===== src/rtl/pc_fetch_gen.sv =====
// Fetch-stage PC generator: sequential +2/+4 stepping, trap/branch redirect, stall and boot/halt gating.
// Optional macro PC_MISALIGN_CHECK_EN adds the registered MisalignE flag for misaligned branch targets.
module pc_fetch_gen #(
  parameter int              XLEN         = 64,
  parameter logic [XLEN-1:0] RESET_VECTOR = {XLEN{1'b0}},
  parameter int              BOOT_DELAY   = 4,
  parameter int              C_EXT        = 1
) (
  input  logic            clk,
  input  logic            rst_n,
  input  logic            StallF,
  input  logic            FetchReadyF,
  input  logic            InstrCompF,
  input  logic            RedirectE,
  input  logic [XLEN-1:0] PCTargetE,
  input  logic            TrapValid,
  input  logic [XLEN-1:0] TrapVector,
  input  logic            HaltReq,
  input  logic            ResumeReq,
  output logic [XLEN-1:0] PCF,
  output logic [XLEN-1:0] PCNextSeqF,
  output logic            FetchValidF,
  output logic            FlushD,
  output logic            Halted
`ifdef PC_MISALIGN_CHECK_EN
  ,
  output logic            MisalignE
`endif
);

  typedef enum logic [1:0] {
    BOOT   = 2'd0,
    RUN    = 2'd1,
    HALTED = 2'd2
  } state_t;

  // Without compressed instructions targets must be word aligned, otherwise halfword aligned.
  localparam logic [XLEN-1:0] ALIGN_MASK = (C_EXT != 0) ?
                                           {{(XLEN-1){1'b1}}, 1'b0} :
                                           {{(XLEN-2){1'b1}}, 2'b00};

  state_t          state;
  state_t          state_next;
  logic [31:0]     boot_cnt;
  logic [31:0]     boot_cnt_next;
  logic [XLEN-1:0] pc_next;
  logic [XLEN-1:0] step;
  logic            flush_next;
  logic            trap_take;
  logic            jump_take;

  assign step        = ((C_EXT != 0) && InstrCompF) ? XLEN'(2) : XLEN'(4);
  assign PCNextSeqF  = PCF + step;
  assign FetchValidF = (state == RUN) && !StallF;
  assign Halted      = (state == HALTED);

  // Redirects are honoured in RUN and HALTED; a trap always beats a branch.
  assign trap_take = (state != BOOT) && TrapValid;
  assign jump_take = (state != BOOT) && !TrapValid && RedirectE;

  always_ff @(posedge clk) begin
    if (!rst_n) begin
      state    <= BOOT;
      boot_cnt <= 32'd0;
      PCF      <= RESET_VECTOR;
      FlushD   <= 1'b0;
    end else begin
      state    <= state_next;
      boot_cnt <= boot_cnt_next;
      PCF      <= pc_next;
      FlushD   <= flush_next;
    end
  end

  always_comb begin
    state_next    = state;
    boot_cnt_next = boot_cnt;
    pc_next       = PCF;
    flush_next    = 1'b0;

    // A stall drops FetchValidF, so the hold case falls out of the final else.
    if (trap_take) begin
      pc_next    = TrapVector & ALIGN_MASK;
      flush_next = 1'b1;
    end else if (jump_take) begin
      pc_next    = PCTargetE & ALIGN_MASK;
      flush_next = 1'b1;
    end else if (FetchValidF && FetchReadyF) begin
      pc_next = PCNextSeqF;
    end

    case (state)
      BOOT: begin
        boot_cnt_next = boot_cnt + 32'd1;
        if (boot_cnt == 32'(BOOT_DELAY)) begin
          state_next = RUN;
        end
      end
      RUN: begin
        if (HaltReq) begin
          state_next = HALTED;
        end
      end
      HALTED: begin
        if (ResumeReq) begin
          state_next = RUN;
        end
      end
      default: begin
        state_next = BOOT;
      end
    endcase
  end

`ifdef PC_MISALIGN_CHECK_EN
  logic misalign_next;

  assign misalign_next = jump_take &&
                         (PCTargetE[0] || ((C_EXT == 0) && PCTargetE[1]));

  always_ff @(posedge clk) begin
    if (!rst_n) begin
      MisalignE <= 1'b0;
    end else begin
      MisalignE <= misalign_next;
    end
  end
`endif

endmodule


===== config.mk =====
export PLATFORM = sky130hd
export DESIGN_NAME = pc_fetch_gen
export DESIGN_NICKNAME = d
export VERILOG_FILES = /design/src/rtl/pc_fetch_gen.sv
export SDC_FILE = /design/constraint.sdc
export NUM_CORES = 1
export LEC_CHECK = 0
export BUFFER_PORTS_ARGS = -buffer_cell sky130_fd_sc_hd__buf_2
export CAP_MARGIN = 20
export CORE_UTILIZATION = 30
export CTS_CLUSTER_DIAMETER = 50
export DETAILED_ROUTE_END_ITERATION = 10
export PLACE_DENSITY = 0.55
export SETUP_SLACK_MARGIN = 0.4
export SYNTH_ARGS = -nofsm -noshare
export SYNTH_HDL_FRONTEND = slang
export SYNTH_SLANG_ARGS = --single-unit
export TNS_END_PERCENT = 30

===== constraint.sdc =====
create_clock -name clk -period 5.4 [get_ports clk]
set_input_delay 1.62 -clock clk [delete_from_list [all_inputs] [get_ports clk]]
set_output_delay 1.62 -clock clk [all_outputs]
set_load 0.03 [all_outputs]

==> impl_results.md <==
- Reg2Reg Capture Point: PCF[50]
- Synth Flop Type: dfxtp_1
- Die Y: 158 µm
- CP required: 3.78 ns
- R2R setup slack: 2.45 ns
- EDFF count, synth: 0
- Root Driver: clkbuf_16
- Dpl cells: 1504
- Unique masters post-synth: 82
- Synth top area share: 0.267
- Max clock buf depth: 2
- Hold WC Path Type: flip-flop to flip-flop
- Status: completed
- Finish-stage setup viols: 0
- Initial core utilization: 0.309
- Crit-path slowest cell: or4_4
- Avg WL per Cell: 19.7 µm
- Hold slack: 0.502 ns
- Synthesis-to-finish area growth: 35.5%
- WP depth: 10
- H-tree Lvls: 3
- Simple-gate share of the synthesized area: 0.323
- Worst-Skew Late Latency: 0.36 ns
- Crit end category: output pin
- Vias in the first global route: 7898
- Relative slew slack: 0.277
- Pin count of the biggest net entering global routing: 48
- Die footprint: 25100 µm²
- NumNets Final: 1355
- Pwr per Cell Area: 210 nW/µm²
- VDD IR max: 0.153 mV
- Hold depth: 2
- Syn Inst Count: 967
- Placed inst area: 9220 µm²
- Compound-Gate Fraction of Synth Area: 0.223
- WP buf/inv: 4
- Initial antenna violation count: 6
- Largest family of logic cells by synthesized area: simple AND/OR/NAND/NOR gates
- Final Hold Viols: 0
- Placer Congestion: 0.869
- GRT overflow: 0
- Peak per-stage delay on the critical path: 0.47 ns
- Final wirelength: 30.3 mm
- Yosys warns: 0
- Maximum fanout along the worst path: 5
- DRC: 0
- Cell taking the most area after synthesis: dfxtp_1
- Synth Area per Inst: 7.59 µm²
- Maximum Capacitance Violations: 0
- Fin area: 9950 µm²
- Seq cells post-synth: 98
- Worst path arrival time: 3.55 ns
- Worst Tran Pin Value: 1.08 ns
- Post-synthesis mux area share: 0.0124
- Synth Area in XOR/XNOR: 0.100
- Via density per instance: 5.61
- DRT Pass-1 Iters: 7
- Min-delay src: boot_cnt[12]
- First-pass GRT wire length: 45.2 mm
- Final period util: 0.958
- Die W: 158 µm
- CTS tree: done
- Fin. max-slew vios: 0
- Hold EP: boot_cnt[12]
- Gr usage total: 0.237
- Fillers: 2485
- Crit-path cells: buf_8 -> ha_4 -> fa_2 -> nand3_4 -> or4_4 -> nor4_4 -> buf_12 -> buf_4 -> xor2_2 -> buf_2
- Design Power: 2.09 mW
- 1st-iter DRT viols: 631
- Top Family by Delay on Critical Path: simple AND/OR/NAND/NOR gates
- Final std cells w/o fill: 1540
- Synthesized area: 7340 µm²
- Synth Area in Adders: 0.00954
- Routed Antenna Nets: 0
- Post-cts hold buffer count: 0
- Sequential area share after synthesis: 0.267
- Critical path type: input port to output pin
- Share of layout cells above drive strength 1: 0.338
- Clock sink count: 98
- Lkg Pwr: 4.01 nW
- Top cells by area, synth: dfxtp_1, xnor2_1, nand2_1
- Fmax: 193 MHz
- Clk_skew: 0.00934 ns
- Setup TNS: 0 ns
- Core area: 23800 µm²
- RSZ-0062 raised after global routing: true
- Routed via count: 8643
- Rows: 56
- Startpoint Class: input port
- DP HPWL: 21.8 mm
- CTS Buf Count: 9
- Worst r2r path cells: 7
- Async S/R FF share, synth: 0
- Port Buf Inserts: 263
- Reg2Reg Launch Point: PCF[5]
- Clock transition at path regs: 0.07 ns
- Top-Level Pins: 268
- Post-layout min period: 5.17 ns
[state kept, by name (all words and copies together) (netlist names)]
name	flops
boot_cnt	32
FlushD	1
PCF	63
state	2
[kinds of logic after synthesis]
logic type	Yosys count
AND/OR/NAND/NOR	436
AO/OA/AOI/OAI	235
buffers and inverters	99
flip-flops	98
XOR/XNOR	84
multiplexers	9
adder cells (fa/ha/maj)	5
other	1
[final cells by class]
| type | count | area [µm²] | share of cell area |
|---|---|---|---|
| tap | 319 | 399 | 0.0401 |
| sequential | 98 | 1960 | 0.197 |
| clock buffer | 10 | 239 | 0.0240 |
| clock inverter | 6 | 113 | 0.0113 |
| multi-input combinational | 771 | 5300 | 0.532 |
| antenna | 3 | 7.51 | 0.000755 |
| inverter | 14 | 57.6 | 0.00579 |
| timing repair buffer | 319 | 1870 | 0.188 |
[Yosys cell counts, drive strengths merged (3+ instances only)]
master / n
or4: 11
a211oi: 5
a31oi: 16
buf: 23
nand2b: 3
a221oi: 7
dfxtp: 98
a21oi: 49
o311ai: 4
a31o: 3
and2: 11
o21a: 8
or4b: 3
nor2b: 4
o211ai: 9
nor3b: 7
xnor2: 58
a211o: 5
nand4: 36
a22o: 11
nor4bb: 3
or2: 4
xor2: 26
nand2: 89
a222oi: 13
mux2i: 8
inv: 13
nand3: 63
or3: 13
o31a: 5
a22oi: 14
and4: 12
clkbuf: 61
nor4: 40
o22ai: 10
o21ai: 39
and3: 19
a32o: 6
ha: 4
nor3: 32
nor2: 80
o31ai: 5
a21o: 5
[cell usage in the layout (no fill, tap or decap), drive strengths merged, types with 13 or more instances in the layout]
cell type / count
nand4: 36
inv: 15
nor3: 32
a22oi: 14
a222oi: 13
a21oi: 49
buf: 317
a31oi: 16
nand2: 89
o21ai: 39
nor2: 80
xor2: 26
dfxtp: 98
xnor2: 58
nand3: 63
and3: 19
nor4: 40
or3: 13
[power breakdown]
group	internal (mW)	switching, mW
clock	0.468	0.317
sequential	0.754	0.0755
combinational	0.180	0.296
total	1.40	0.688
[per-layer routing]
| metal | wire length, µm | up-vias | track usage |
|---|---|---|---|
| li1 | - | 4131 | - |
| met1 | 13100 | 4096 | 0.296 |
| met2 | 14100 | 355 | 0.396 |
| met3 | 2350 | 55 | 0.0531 |
| met4 | 818 | 6 | 0.0847 |
| met5 | 40 | - | 0 |
[how the worst max path moves through the flow]
| stage | startpoint | end | slack (ns) |
|---|---|---|---|
| 3_5_place_dp | InstrCompF | PCNextSeqF[63] | 0.03 |
| 3_3_place_gp | InstrCompF | PCNextSeqF[63] | 0.03 |
| 2_1_floorplan | InstrCompF | PCNextSeqF[20] | 0.33 |
| 4_1_cts | InstrCompF | PCNextSeqF[30] | 0.25 |
| 6_report | InstrCompF | PCNextSeqF[39] | 0.23 |
| 5_1_grt | InstrCompF | PCNextSeqF[39] | 0.18 |
[through the flow]
step           setup slack, ns  utilization
4_1_cts                  0.248        0.414
3_3_place_gp            0.0308        0.388
5_1_grt                  0.183        0.419
6_report                 0.229        0.419
2_1_floorplan            0.328            -
3_5_place_dp            0.0313        0.388
[tightest hold or removal path: stages, from the launching register on]
cell     delay (ns)
dfxtp_1        0.33
o21ai_0        0.07
a21oi_1        0.06
[repair_timing]
item | CTS | global route
cloned | 2 | 0
resized for setup | 41 | 18
setup buffers | 10 | 4
pin swaps | 12 | 7
setup endpoints to repair | 44 | 43
(Power assumes the default switching activity.)
